==> config.mk <==
export PLATFORM = sky130hd
export DESIGN_NAME = reg_write_arbiter
export DESIGN_NICKNAME = d
export VERILOG_FILES = /design/src/rtl/reg_write_arbiter_pkg.sv /design/src/rtl/reg_write_arbiter_wq.sv /design/src/rtl/reg_write_arbiter.sv
export SDC_FILE = /design/constraint.sdc
export NUM_CORES = 1
export LEC_CHECK = 0
export CAP_MARGIN = 20
export CORE_ASPECT_RATIO = 1.25
export CORE_MARGIN = 8
export CORE_UTILIZATION = 35
export DETAILED_ROUTE_END_ITERATION = 10
export HOLD_SLACK_MARGIN = 0.02
export MAX_ROUTING_LAYER = met4
export PLACE_DENSITY_LB_ADDON = 0.15
export SLEW_MARGIN = 20
export SYNTH_ARGS = -nofsm -noshare
export SYNTH_HDL_FRONTEND = slang
export SYNTH_SLANG_ARGS = --single-unit
export TNS_END_PERCENT = 50
==> constraint.sdc <==
create_clock -name clk -period 5.7 [get_ports clk]
set_input_delay 1.14 -clock clk [delete_from_list [all_inputs] [get_ports clk]]
set_output_delay 1.14 -clock clk [all_outputs]
set_load 0.1 [all_outputs]
==> src/rtl/reg_write_arbiter_pkg.sv <==
// Shared processor package: default widths of the register write path and
// the queued write entry layout.
package reg_write_arbiter_pkg;

  localparam int DW_DEF    = 16;
  localparam int AW_DEF    = 3;
  localparam int DEPTH_DEF = 2;

  typedef struct packed {
    logic [AW_DEF-1:0] dest;
    logic [DW_DEF-1:0] data;
  } wr_entry_t;

  typedef enum logic {
    GRANT_REQ0 = 1'b0,
    GRANT_REQ1 = 1'b1
  } grant_e;

endpackage

==> src/rtl/reg_write_arbiter_wq.sv <==
// wq_fifo: per-requester write queue with wrap-around pointers and an extra
// pointer bit to tell full from empty; exposes every slot for the scoreboard.
module wq_fifo #(
  parameter int W     = 19,
  parameter int DEPTH = 2
) (
  input  logic                  clk,
  input  logic                  rst,
  input  logic                  i_push,
  input  logic [W-1:0]          i_data,
  input  logic                  i_pop,
  output logic [W-1:0]          o_head,
  output logic                  o_full,
  output logic                  o_empty,
  output logic [DEPTH-1:0]      o_slotValid,
  output logic [DEPTH-1:0][W-1:0] o_slots
);

  localparam int PW = $clog2(DEPTH);

  logic [PW:0]             r_wrPtr;
  logic [PW:0]             r_rdPtr;
  logic [DEPTH-1:0][W-1:0] r_mem;
  logic [PW:0]             w_count;

  always_ff @(posedge clk or posedge rst) begin
    if (rst) begin
      r_wrPtr <= '0;
      r_rdPtr <= '0;
    end else begin
      if (i_push) r_wrPtr <= r_wrPtr + 1'b1;
      if (i_pop)  r_rdPtr <= r_rdPtr + 1'b1;
    end
  end

  // Storage needs no reset: a slot is only observed while the pointers mark it valid.
  always_ff @(posedge clk) begin
    if (i_push) r_mem[r_wrPtr[PW-1:0]] <= i_data;
  end

  assign w_count = r_wrPtr - r_rdPtr;
  assign o_empty = (r_wrPtr == r_rdPtr);
  assign o_full  = (r_wrPtr[PW] != r_rdPtr[PW]) && (r_wrPtr[PW-1:0] == r_rdPtr[PW-1:0]);
  assign o_head  = r_mem[r_rdPtr[PW-1:0]];
  assign o_slots = r_mem;

  always_comb begin
    o_slotValid = '0;
    for (int i = 0; i < DEPTH; i++) begin
      o_slotValid[i] = ({1'b0, PW'(i) - r_rdPtr[PW-1:0]} < w_count);
    end
  end

endmodule

==> src/rtl/reg_write_arbiter.sv <==
// Round-robin arbiter merging ALU and load writebacks into one registered
// register-file write port, with a pending-destination scoreboard.
module reg_write_arbiter
  import reg_write_arbiter_pkg::*;
#(
  parameter int DW    = DW_DEF,
  parameter int AW    = AW_DEF,
  parameter int DEPTH = DEPTH_DEF
) (
  input  logic              clk,
  input  logic              rst,
  input  logic              req0_valid,
  input  logic [AW-1:0]     req0_dest,
  input  logic [DW-1:0]     req0_data,
  output logic              req0_ready,
  input  logic              req1_valid,
  input  logic [AW-1:0]     req1_dest,
  input  logic [DW-1:0]     req1_data,
  output logic              req1_ready,
  input  logic              hold,
  output logic              wr_en,
  output logic [AW-1:0]     wr_dest,
  output logic [DW-1:0]     wr_data,
  output logic [(1<<AW)-1:0] pending
);

  localparam int W = AW + DW;

  logic                    w_full0, w_full1;
  logic                    w_empty0, w_empty1;
  logic                    w_pop0, w_pop1;
  logic [W-1:0]            w_head0, w_head1, w_popEntry;
  logic [DEPTH-1:0]        w_valid0, w_valid1;
  logic [DEPTH-1:0][W-1:0] w_slots0, w_slots1;
  grant_e                  w_grant;
  grant_e                  r_lastGrant;
  logic                    r_wrEn;
  logic [AW-1:0]           r_wrDest;
  logic [DW-1:0]           r_wrData;
  logic [(1<<AW)-1:0]      w_pending;

  assign req0_ready = ~w_full0;
  assign req1_ready = ~w_full1;

  wq_fifo #(.W(W), .DEPTH(DEPTH)) u_wq0 (
    .clk        (clk),
    .rst        (rst),
    .i_push     (req0_valid & ~w_full0),
    .i_data     ({req0_dest, req0_data}),
    .i_pop      (w_pop0),
    .o_head     (w_head0),
    .o_full     (w_full0),
    .o_empty    (w_empty0),
    .o_slotValid(w_valid0),
    .o_slots    (w_slots0)
  );

  wq_fifo #(.W(W), .DEPTH(DEPTH)) u_wq1 (
    .clk        (clk),
    .rst        (rst),
    .i_push     (req1_valid & ~w_full1),
    .i_data     ({req1_dest, req1_data}),
    .i_pop      (w_pop1),
    .o_head     (w_head1),
    .o_full     (w_full1),
    .o_empty    (w_empty1),
    .o_slotValid(w_valid1),
    .o_slots    (w_slots1)
  );

  // On a contest the requester that lost last time wins; hold freezes pops and the flag.
  always_comb begin
    w_pop0  = 1'b0;
    w_pop1  = 1'b0;
    w_grant = r_lastGrant;
    if (!hold) begin
      if (!w_empty0 && !w_empty1) begin
        if (r_lastGrant == GRANT_REQ1) begin
          w_pop0  = 1'b1;
          w_grant = GRANT_REQ0;
        end else begin
          w_pop1  = 1'b1;
          w_grant = GRANT_REQ1;
        end
      end else if (!w_empty0) begin
        w_pop0  = 1'b1;
        w_grant = GRANT_REQ0;
      end else if (!w_empty1) begin
        w_pop1  = 1'b1;
        w_grant = GRANT_REQ1;
      end
    end
  end

  assign w_popEntry = w_pop1 ? w_head1 : w_head0;

  always_ff @(posedge clk or posedge rst) begin
    if (rst) begin
      r_lastGrant <= GRANT_REQ1;
      r_wrEn      <= 1'b0;
      r_wrDest    <= '0;
      r_wrData    <= '0;
    end else if (w_pop0 || w_pop1) begin
      r_lastGrant <= w_grant;
      r_wrEn      <= (w_popEntry[DW +: AW] != '0);
      r_wrDest    <= w_popEntry[DW +: AW];
      r_wrData    <= w_popEntry[DW-1:0];
    end else begin
      r_wrEn      <= 1'b0;
    end
  end

  // Register 0 is hardwired, so it is never reported as pending.
  always_comb begin
    w_pending = '0;
    for (int i = 0; i < DEPTH; i++) begin
      if (w_valid0[i]) w_pending[w_slots0[i][DW +: AW]] = 1'b1;
      if (w_valid1[i]) w_pending[w_slots1[i][DW +: AW]] = 1'b1;
    end
    if (r_wrEn) w_pending[r_wrDest] = 1'b1;
    w_pending[0] = 1'b0;
  end

  assign wr_en   = r_wrEn;
  assign wr_dest = r_wrDest;
  assign wr_data = r_wrData;
  assign pending = w_pending;

endmodule

Word level (Yosys, flattened, before mapping)
Cells that the tools add are included.
- bits in registers: 105
- input bits: 43
- output and inout port bits: 30
- word-level logic and storage cells: 112
- $add $sub $neg: 10
- magnitude comparators: 20
- eq/ne operators: 7
- mux-type cells: 39
- bitwise logic cells: 9
- reduce and logical (&&, ||, !) cells: 15
- operator list (operator ; number):
    two-way mux 19 bit ; 7
    bitwise mux 38 bit ; 2
    two-way mux 8 bit ; 5
    demux 19 bit (select 1 bit) ; 2
    OR 8 bit ; 4
    less-than comparator 3 x 4 -> 1 bit (second input constant) ; 5
    two-way mux 1 bit ; 18
    demux 1 bit (select 3 bit) ; 5
    >= comparator 3 x 1 -> 1 bit (second input constant) ; 5
    logical AND 1 bit ; 10
    adder 2 x 1 -> 2 bit (second input constant) ; 4
    less-than comparator 1 x 2 -> 1 bit ; 4
    less-than comparator 1 x 2 -> 1 bit (second input constant) ; 4
    == test 2 bit ; 2
    subtractor 1 bit (first input constant) ; 4
    subtractor 2 bit ; 2
    != test 3 x 2 -> 1 bit (second input constant) ; 1
    inverter 1 bit ; 3
    AND reduction 3 bit ; 1
    nonzero test 3 bit ; 1
    AND 1 bit ; 2
    == test 1 bit ; 2
    >= comparator 1 bit (second input constant) ; 2
    logical NOT 1 bit ; 2
    2 further kinds ; 3

Logic depth before layout (Yosys ltp)
Gate-level depths: netlist of run 1.
- depth in word-level cells: 13
- gate-level depth with buffers: 10
- gate-level depth less buffers: 8

Hierarchy
Synthesis of run 1 repeated with hierarchy kept, for this count alone.
- cell total of the unflattened synthesis: 345
- area total of the unflattened synthesis: 4764.6 um^2
- modules (own cells, without submodules) (module ; instances ; cells an instance ; area an instance (um^2) ; seq. area each (um^2)):
    wq_fifo ; 2 ; 83 ; 1627.8 ; 1241.2
    reg_write_arbiter ; 1 ; 179 ; 1508.9 ; 526.8

Worst setup path before layout of run 1
OpenSTA, ideal clock, no wires.
- path type: register to output
- from: register u_wq0.r_rdPtr[0]
- to: output pending[2]
- data arrival time: 4.575 ns
- required time: 4.560 ns
- slack: -0.015 ns
- cell stages (with the launch flop): 7
- buffers on the path: 2
- cells stage by stage: dfrtp_1 -> clkbuf_1 -> buf_2 -> inv_1 -> ha_1 -> o21ai_1 -> o311ai_0
- longest elaborated chain between the ends: 11
- elaborated cells on any way between the ends: 14
- classes of those cells: add/sub: 3; order compare: 2; mux: 5; bitwise: 4
- RTL lines (what ; line ; text):
    start, declared ; reg_write_arbiter_wq.sv:22 ; logic [PW:0] r_rdPtr;
    start signal, assigned ; reg_write_arbiter_wq.sv:32 ; if (i_pop) r_rdPtr <= r_rdPtr + 1'b1;
    subtractor 2 bit or subtractor 1 bit (tied branches) ; reg_write_arbiter_wq.sv:41, reg_write_arbiter_wq.sv:50 ;
    less-than comparator 1 x 2 -> 1 bit ; reg_write_arbiter_wq.sv:50 ; o_slotValid[i] = ({1'b0, PW'(i) - r_rdPtr[PW-1:0]} < w_count);
    two-way mux 8 bit ; reg_write_arbiter.sv:117 ; if (w_valid0[i]) w_pending[w_slots0[i][DW +: AW]] = 1'b1;
    OR 8 bit (no line) ; - ;
    two-way mux 8 bit ; reg_write_arbiter.sv:118 ; if (w_valid1[i]) w_pending[w_slots1[i][DW +: AW]] = 1'b1;
    OR 8 bit (no line) ; - ;
    two-way mux 8 bit * ; reg_write_arbiter.sv:117 ;
    OR 8 bit (no line) ; - ;
    two-way mux 8 bit * ; reg_write_arbiter.sv:118 ;
    OR 8 bit (no line) ; - ;
    two-way mux 8 bit * ; reg_write_arbiter.sv:120 ; if (r_wrEn) w_pending[r_wrDest] = 1'b1;
    end, declared ; reg_write_arbiter.sv:24 ; output logic [(1<<AW)-1:0] pending
Mark *: on every way between the ends. The rest lies on a longest branch, timed or not.

Worst setup path after layout of run 1
- from: register u_wq1.r_rdPtr[0]
- to: output pending[3]
- longest elaborated chain between the ends: 9
- elaborated cells on any way between the ends: 12
- classes of those cells: add/sub: 3; order compare: 2; mux: 4; bitwise: 3
- RTL lines (what ; line):
    start, declared ; reg_write_arbiter_wq.sv:22
    start signal, assigned ; reg_write_arbiter_wq.sv:32
    subtractor 2 bit or subtractor 1 bit (tied branches) ; reg_write_arbiter_wq.sv:41, reg_write_arbiter_wq.sv:50
    less-than comparator 1 x 2 -> 1 bit ; reg_write_arbiter_wq.sv:50
    two-way mux 8 bit ; reg_write_arbiter.sv:118
    OR 8 bit (no line) ; -
    two-way mux 8 bit ; reg_write_arbiter.sv:117
    OR 8 bit (no line) ; -
    two-way mux 8 bit * ; reg_write_arbiter.sv:118
    OR 8 bit (no line) ; -
    two-way mux 8 bit * ; reg_write_arbiter.sv:120
Marked as above.

==> impl_metrics.py, run 1 <==
metrics = {
    "outcome": {
        "status": "finished clean",
    },
    "cts": {
        "clk_pin_slew_ps": 70,
        "cts_tree": "built",
        "cts_root_buf": "clkbuf_16",
        "post_cts_resized": 0,
        "clk_path_buf_depth": 2,
        "ctsHtreeMaxLevel": 3,
        "cts_buffers": 9,
        "cts_sinks": 105,
        "cts_setup_buffers": 0,
        "insertion_delay_ps": 340,
        "postCtsHoldBufs": 0,
    },
    "logic_synthesis": {
        "ys_ff_latch": 105,
        "synth_flop_cell": "edfxtp_1",
        "synth_edf_count": 76,
        "ys_seq_area_frac": 0.669,
        "syn_area_um2": 4500,
        "syn_nets": 387,
        "ys_types": 46,
        "yosys_warnings": 0,
        "postSynthCellCount": 338,
        "avgSynthCellArea_um2": 13.3,
        "synthArstFlopShare": 0.276,
    },
    "sta": {
        "skew_ps": 5.74,
        "drv_slew": 0,
        "max_clock_freq_mhz": 207,
        "fin_tns_setup_ps": 0,
        "finalSetupViolCount": 0,
        "slew_headroom": 0.342,
        "hold_viol": 0,
        "hold_ws_ps": 491,
        "rsz0062_at_grt": "no",
        "fin_crit_sh": 0.846,
        "fin_crit_ps": 4820,
        "worst_slew_pin_slew_ps": 983,
    },
    "final_layout": {
        "drive_gt1_frac": 0.0952,
        "diodes": 0,
        "layout_commonest_cell": "edfxtp_1",
        "fin_cells": 588,
        "most-common-layout-cells": "76 x edfxtp_1, 71 x clkdlybuf4s50_1, 35 x nand2_1",
        "fin_nets": 464,
        "fin_area_um2": 5670,
        "syn_to_final_growth_pct": 26.0,
    },
    "place": {
        "io_buffers": 71,
        "dp_hpwl_um": 7790,
        "placed_cells": 572,
        "dpl_cell_area_um2": 5400,
        "place_congestion": 0.886,
    },
    "hold_path": {
        "hold_class": "flop to flop",
    },
    "die": {
        "io_pins": 73,
        "initial_core_util": 0.357,
        "rows": 46,
        "die_y_um": 143,
        "design.die.area_um2": 16800,
        "core_um2": 12600,
        "die_w_um": 117,
    },
    "grt": {
        "grt_use_total": 0.137,
        "grt_pass1_vias": 3239,
        "grt_pass1_wl_um": 17000,
        "grt_antenna_before_repair": 0,
        "grt_start_max_net_pins": 30,
        "gr-total-overflow": 0,
    },
    "routing": {
        "drtAntennaViolNets": 0,
        "drt-initial-drc-count": 220,
        "wl_per_cell_um": 18.2,
        "vias": 2884,
        "dr.pass1.iters": 6,
        "drcViolationCount": 0,
        "routed_wl_um": 10700,
        "detail_route.vias_per_cell": 4.90,
    },
    "critical_path": {
        "start_kind": "flop",
        "arrival_ps": 3680,
        "path_class": "flop to output pin",
        "end_kind": "output pin",
        "critPathTopFamily": "buffers and inverters",
        "critPathMaxFanout": 22,
        "crit_top_cell": "o21ai_0",
        "worst-path-buf-inv": 2,
        "cp_cell_sequence": "inv_1, ha_1, o21ai_0, o21ai_0, or3_1, clkdlybuf4s50_1",
        "crit_required_ps": 4560,
        "max_stage_delay_ps": 980,
        "critical_path.slowest_cell": "clkdlybuf4s50_1",
    },
    "job": {
        "maxCapViolCount": 0,
    },
}
-- kinds of logic after synthesis --
kind of cell	count (synthesis)	share of synthesized area
DFF	105	0.669
and+or+nand+nor	104	0.113
AOI/OAI and AO/OA	71	0.107
muxes	21	0.0498
buffers and inverters	19	0.0211
xor gates and xnor gates	11	0.0231
adders and majority gates	6	0.0167
other	1	0.000833
-- worst register-to-register path, cell delays in order (launching register included) --
cell      delay, ps
dfrtp_1         840
inv_1           290
ha_1            430
a21oi_1         340
nand2_1         350
o32ai_1         420
o221ai_1        190
-- worst paths after layout --
check,from,depth (start not counted),endpoint,slack [ps]
setup / recovery,u_wq1.r_rdPtr[0]$_DFFE_PP0N_,6,pending[3],880
hold / removal,u_wq1.r_wrPtr[1]$_DFFE_PP0P_,1,u_wq1.r_wrPtr[1]$_DFFE_PP0P_,490
setup reg to reg,u_wq1.r_rdPtr[0]$_DFFE_PP0N_,6,wr_en$_DFF_PP0_,2690
hold reg to reg,u_wq1.r_wrPtr[1]$_DFFE_PP0P_,1,u_wq1.r_wrPtr[1]$_DFFE_PP0P_,490
max in group asynchronous,rst,3,r_lastGrant$_DFFE_PP1P_,4150
min in group asynchronous,rst,3,u_wq0.r_wrPtr[0]$_DFFE_PP0P_,1210
-- through the flow --
stage	util	setup WS, ps
after floorplan	-	17.4
after global placement	0.428	1310
after detailed placement	0.428	1220
after CTS	0.450	847
after global routing	0.450	574
final	0.450	876
-- layout make-up --
class                   count  area (um^2)
repair buffers             77          756
clock inverters             3         17.5
clock buffers              13          250
well taps                 168          210
flip-flops and latches    105         3010
multi-input cells         214         1400
fillers                  1154         6940
inverters                   8         30.0
-- registers in the layout, indices dropped and copies added, names as in the netlist, 2 cells and up --
| register | flops |
|---|---|
| u_wq0.o_slots | 38 |
| u_wq1.r_wrPtr | 2 |
| u_wq0.r_rdPtr | 2 |
| wr_dest | 3 |
| wr_data | 16 |
| u_wq0.r_wrPtr | 2 |
| u_wq1.r_rdPtr | 2 |
| u_wq1.o_slots | 38 |
-- metal layers --
metal	wire length, um	vias to the layer above	track usage
li1	-	1396	-
met1	4260	1409	0.139
met2	5860	64	0.250
met3	300	15	0.0233
met4	253	0	0.0705
met5	0	-	-
-- Yosys cell counts (2+ instances only) --
| library cell | instances | share of area |
|---|---|---|
| o21bai_1 | 3 | 0.0050 |
| inv_1 | 8 | 0.0067 |
| or3b_1 | 2 | 0.0039 |
| nand2b_1 | 5 | 0.0070 |
| o21ai_0 | 8 | 0.0089 |
| nor2_2 | 2 | 0.0028 |
| a21o_1 | 3 | 0.0050 |
| xor2_1 | 3 | 0.0058 |
| dfrtp_1 | 28 | 0.16 |
| nor3_1 | 6 | 0.0067 |
| a22o_1 | 7 | 0.014 |
| clkbuf_1 | 4 | 0.0033 |
| a221oi_1 | 2 | 0.0039 |
| nor2_1 | 28 | 0.023 |
| a21oi_1 | 21 | 0.023 |
| ha_1 | 6 | 0.017 |
| o221ai_1 | 4 | 0.0078 |
| a211oi_1 | 2 | 0.0033 |
| nor2b_1 | 15 | 0.021 |
| edfxtp_1 | 76 | 0.51 |
| buf_6 | 2 | 0.0050 |
| o21ai_1 | 2 | 0.0022 |
| mux2_2 | 11 | 0.028 |
| nor3b_1 | 4 | 0.0067 |
| nand2_1 | 35 | 0.029 |
| mux2i_1 | 10 | 0.022 |
| o221a_2 | 2 | 0.0050 |
| xnor2_1 | 7 | 0.014 |
| buf_2 | 4 | 0.0044 |
| o211ai_1 | 2 | 0.0033 |
| or3_1 | 2 | 0.0028 |
| o311ai_0 | 2 | 0.0039 |
| o22ai_1 | 9 | 0.013 |
Power of run 1 is left out: the tool's default activity adds up to more than one toggle a clock period on the data nets, which glitch-free logic cannot reach.
==> inputs of run 2 (changes only) <==
==> constraint.sdc (replaced) <==
create_clock -name clk -period 3.9 [get_ports clk]
set_input_delay 0.78 -clock clk [delete_from_list [all_inputs] [get_ports clk]]
set_output_delay 0.78 -clock clk [all_outputs]
set_load 0.1 [all_outputs]
==> impl_metrics.py, run 2 (synthesized netlist as in run 1, its figures left out) <==
metrics = {
    "critical_path": {
        "critPathMaxFanout": 5,
        "path_class": "flop to output pin",
        "reg2reg_slack_ps": 1250,
        "start_kind": "flop",
        "r2r_end": "u_wq0.o_slots[10]$_DFFE_PP_",
        "arrival_ps": 2660,
        "r2r_start": "u_wq0.r_rdPtr[0]$_DFFE_PP0P_",
        "reg2reg_depth": 6,
        "crit_required_ps": 3120,
        "end_kind": "output pin",
    },
    "sta": {
        "fin_crit_sh": 0.882,
        "slew_headroom": 0.335,
        "hold_viol": 0,
        "finalSetupViolCount": 0,
        "worst_slew_pin_slew_ps": 995,
        "skew_ps": 4.76,
        "max_clock_freq_mhz": 291,
        "hold_ws_ps": 486,
        "rsz0062_at_grt": "no",
        "fin_tns_setup_ps": 0,
        "fin_crit_ps": 3440,
        "drv_slew": 0,
    },
    "hold_path": {
        "holdCritStartpoint": "u_wq1.r_wrPtr[1]$_DFFE_PP0P_",
        "hold_class": "flop to flop",
        "min_delay_path_depth": 1,
        "worstHoldEndpoint": "u_wq1.r_wrPtr[1]$_DFFE_PP0P_",
    },
    "die": {
        "rows": 46,
        "die_w_um": 117,
        "core_um2": 12600,
        "design.die.area_um2": 16800,
        "die_y_um": 143,
        "initial_core_util": 0.357,
        "io_pins": 73,
    },
    "final_layout": {
        "layout_commonest_cell": "edfxtp_1",
        "syn_to_final_growth_pct": 27.2,
        "fin_util": 0.454,
        "fin_area_um2": 5720,
        "drive_gt1_frac": 0.124,
        "multi_input_area_um2": 1410,
        "fillers": 1134,
        "fin_nets": 465,
        "diodes": 0,
        "layout.area.seq_um2": 3010,
        "most-common-layout-cells": "76 x edfxtp_1, 62 x clkdlybuf4s50_1, 35 x nand2_1",
    },
    "place": {
        "dp_hpwl_um": 8020,
        "dpl_cell_area_um2": 5430,
        "place_congestion": 0.844,
        "io_buffers": 71,
    },
    "grt": {
        "grt_antenna_before_repair": 0,
        "grt_use_total": 0.138,
        "grt_pass1_vias": 3138,
        "grt_pass1_wl_um": 17100,
        "gr-total-overflow": 0,
        "grt_start_max_net_pins": 30,
    },
    "cts": {
        "postCtsHoldBufs": 0,
        "post_cts_resized": 0,
        "clk_pin_slew_ps": 60,
        "cts_root_buf": "clkbuf_16",
        "cts_tree": "built",
        "cts_setup_buffers": 0,
        "ctsHtreeMaxLevel": 3,
        "cts_sinks": 105,
        "cts_buffers": 9,
        "insertion_delay_ps": 340,
        "clk_path_buf_depth": 2,
    },
    "routing": {
        "routed_wl_um": 10900,
        "dr.pass1.iters": 4,
        "vias": 2926,
        "drtAntennaViolNets": 0,
        "wl_per_cell_um": 18.5,
        "drcViolationCount": 0,
        "drt-initial-drc-count": 131,
        "detail_route.vias_per_cell": 4.97,
    },
    "job": {
        "maxCapViolCount": 0,
    },
    "outcome": {
        "status": "finished clean",
    },
}
-- run 2: cell types whose count changed in the layout (fill, tap and decap cells not counted), sizes merged --
cell	before	now
buf	6	16
bufinv	0	1
clkbuf	13	12
clkdlybuf4s50	71	62
inv	8	9
clkinvlp	1	0
-- run 2: through the flow --
| step | instances | setup slack [ps] |
|---|---|---|
| finish | 589 | 461 |
| detailed placement | 573 | 875 |
| global placement | 573 | 910 |
| floorplan | 338 | -241 |
| global route | 589 | 290 |
| CTS | 589 | 493 |
-- run 2: critical path: stages (launching register included) --
cell      delay, ps
dfrtp_1         400
xnor2_1         360
ha_1            310
o21bai_1        290
nor3b_1         100
a221oi_1        370
o221ai_1        220
buf_4           280
-- run 2: final cells by class --
cell class                 instances  share of cell area
sequential                       105               0.526
multi-input combinational        214               0.246
timing repair buffer              78               0.136
clock buffer                      12              0.0413
tap                              168              0.0367
clock inverter                     4             0.00918
inverter                           8             0.00525
-- run 2: how the worst max path moves through the flow --
stage,from,end,slack [ps],depth (start not counted)
floorplan,u_wq0.r_wrPtr[1]$_DFFE_PP0P_,pending[1],-240,4
global placement,u_wq1.r_wrPtr[1]$_DFFE_PP0P_,pending[4],910,7
detailed placement,u_wq1.r_wrPtr[1]$_DFFE_PP0P_,pending[4],870,7
CTS,u_wq1.r_wrPtr[1]$_DFFE_PP0P_,pending[4],490,7
global route,u_wq1.r_wrPtr[1]$_DFFE_PP0P_,pending[3],290,6
finish,u_wq1.r_wrPtr[1]$_DFFE_PP0P_,pending[4],460,7
-- run 2: routing by layer --
metal | vias to the layer above | global-route usage | part of all wire
met3 | 16 | 0.0281 | 0.037
met4 | 0 | 0.0548 | 0.018
met5 | - | - | 0
li1 | 1401 | - | -
met1 | 1441 | 0.145 | 0.41
met2 | 68 | 0.249 | 0.53
Power of run 2 is left out for the same reason.
==> inputs of run 3 (changes only) <==
--- a/config.mk
+++ b/config.mk
@@ -7,7 +7,6 @@
 export LEC_CHECK = 0
 export CAP_MARGIN = 20
 export CORE_ASPECT_RATIO = 1.25
-export CORE_MARGIN = 8
 export CORE_UTILIZATION = 35
 export DETAILED_ROUTE_END_ITERATION = 10
 export HOLD_SLACK_MARGIN = 0.02
==> impl_metrics.py, run 3 (synthesized netlist as in run 1, its figures left out) <==
metrics = {
    "cts": {
        "insertion_delay_ps": 330,
        "clk_pin_slew_ps": 60,
        "clk_path_buf_depth": 2,
        "cts_root_buf": "clkbuf_16",
        "cts_sinks": 105,
        "post_cts_resized": 0,
        "cts_buffers": 9,
        "cts_setup_buffers": 0,
        "cts_tree": "built",
        "ctsHtreeMaxLevel": 3,
        "postCtsHoldBufs": 0,
    },
    "die": {
        "initial_core_util": 0.365,
        "rows": 45,
        "io_pins": 73,
        "die_y_um": 129,
        "core_um2": 12300,
        "design.die.area_um2": 13300,
        "die_w_um": 103,
    },
    "grt": {
        "gr-total-overflow": 0,
        "grt_pass1_vias": 2885,
        "grt_start_max_net_pins": 30,
        "grt_use_total": 0.164,
        "grt_pass1_wl_um": 15300,
        "grt_antenna_before_repair": 0,
    },
    "place": {
        "io_buffers": 71,
        "dp_hpwl_um": 7260,
        "dpl_cell_area_um2": 5410,
        "place_ws_ps": 845,
        "place_congestion": 0.854,
    },
    "final_layout": {
        "fin_area_um2": 5670,
        "layout_commonest_cell": "edfxtp_1",
        "fin_nets": 465,
        "diodes": 0,
        "fillers": 1131,
        "syn_to_final_growth_pct": 26.0,
        "fin_util": 0.460,
        "drive_gt1_frac": 0.116,
        "most-common-layout-cells": "76 x edfxtp_1, 62 x clkdlybuf4s50_1, 35 x nand2_1",
    },
    "critical_path": {
        "reg2reg_depth": 6,
        "crit_top_cell": "o21ai_0",
        "reg2reg_slack_ps": 1330,
        "arrival_ps": 2610,
        "path_class": "flop to output pin",
        "crit_required_ps": 3120,
        "critical_path.slowest_cell": "dfrtp_1",
        "max_stage_delay_ps": 400,
        "r2r_end": "u_wq0.o_slots[34]$_DFFE_PP_",
        "critPathTopFamily": "compound AO/OA/AOI/OAI gates",
        "end_kind": "output pin",
        "cp-startpoint": "u_wq1.r_wrPtr[1]$_DFFE_PP0P_",
        "cp_cell_sequence": "xnor2_1, ha_1, o21ai_0, o21ai_0, or3_1, buf_4",
        "start_kind": "flop",
        "cp-endpoint": "pending[3]",
        "worst-path-buf-inv": 1,
        "cp_num_cells": 6,
        "r2r_start": "u_wq0.r_rdPtr[0]$_DFFE_PP0P_",
        "critPathMaxFanout": 5,
    },
    "sta": {
        "hold_viol": 0,
        "drv_slew": 0,
        "fin_crit_ps": 3390,
        "rsz0062_at_grt": "no",
        "finalSetupViolCount": 0,
        "setup_slack_ps": 515,
        "skew_ps": 4.44,
        "worst_slew_pin_slew_ps": 987,
        "slew_headroom": 0.340,
        "max_clock_freq_mhz": 295,
        "fin_crit_sh": 0.868,
    },
    "routing": {
        "wl_per_cell_um": 17.0,
        "detail_route.vias_per_cell": 4.99,
        "drt-initial-drc-count": 106,
        "drtAntennaViolNets": 0,
        "dr.pass1.iters": 4,
        "vias": 2921,
        "routed_wl_um": 9970,
        "drcViolationCount": 0,
    },
    "outcome": {
        "status": "finished clean",
    },
    "job": {
        "maxCapViolCount": 0,
    },
    "hold_path": {
        "min_delay_path_depth": 1,
        "hold_class": "flop to flop",
    },
}
run 3: worst min path at each step:
stage	startpoint	endpoint	slack, ps
2_1_floorplan	u_wq1.r_rdPtr[1]$_DFFE_PP0N_	u_wq1.r_rdPtr[1]$_DFFE_PP0N_	460
3_3_place_gp	u_wq1.r_wrPtr[1]$_DFFE_PP0P_	u_wq1.r_wrPtr[1]$_DFFE_PP0P_	470
3_5_place_dp	u_wq1.r_wrPtr[1]$_DFFE_PP0P_	u_wq1.r_wrPtr[1]$_DFFE_PP0P_	480
4_1_cts	u_wq1.r_wrPtr[1]$_DFFE_PP0P_	u_wq1.r_wrPtr[1]$_DFFE_PP0P_	490
5_1_grt	u_wq1.r_rdPtr[1]$_DFFE_PP0N_	u_wq1.r_rdPtr[1]$_DFFE_PP0N_	500
6_report	u_wq1.r_rdPtr[1]$_DFFE_PP0N_	u_wq1.r_rdPtr[1]$_DFFE_PP0N_	490
run 3: area by class of cell:
class	count	area, um^2	area share
flip-flops and latches	105	3010	0.531
repair buffers	78	766	0.135
clock buffers	11	233	0.0411
well taps	164	205	0.0362
inverters	8	30.0	0.00530
clock inverters	5	23.8	0.00419
multi-input cells	214	1400	0.247
run 3: routing by layer:
layer,share of wire,up-vias,global-route usage
met5,0,-,-
met2,0.56,68,0.293
met3,0.030,8,0.0299
met1,0.40,1447,0.183
met4,0.011,0,0.0497
li1,-,1398,-
run 3: metrics by stage:
step	hold slack [ps]	std cells	TNS (ps)
after floorplan	462	338	-323
after global placement	474	569	0
after detailed placement	480	569	0
after CTS	489	585	0
after global routing	497	585	0
final	488	585	0
Power of run 3 is left out for the same reason.
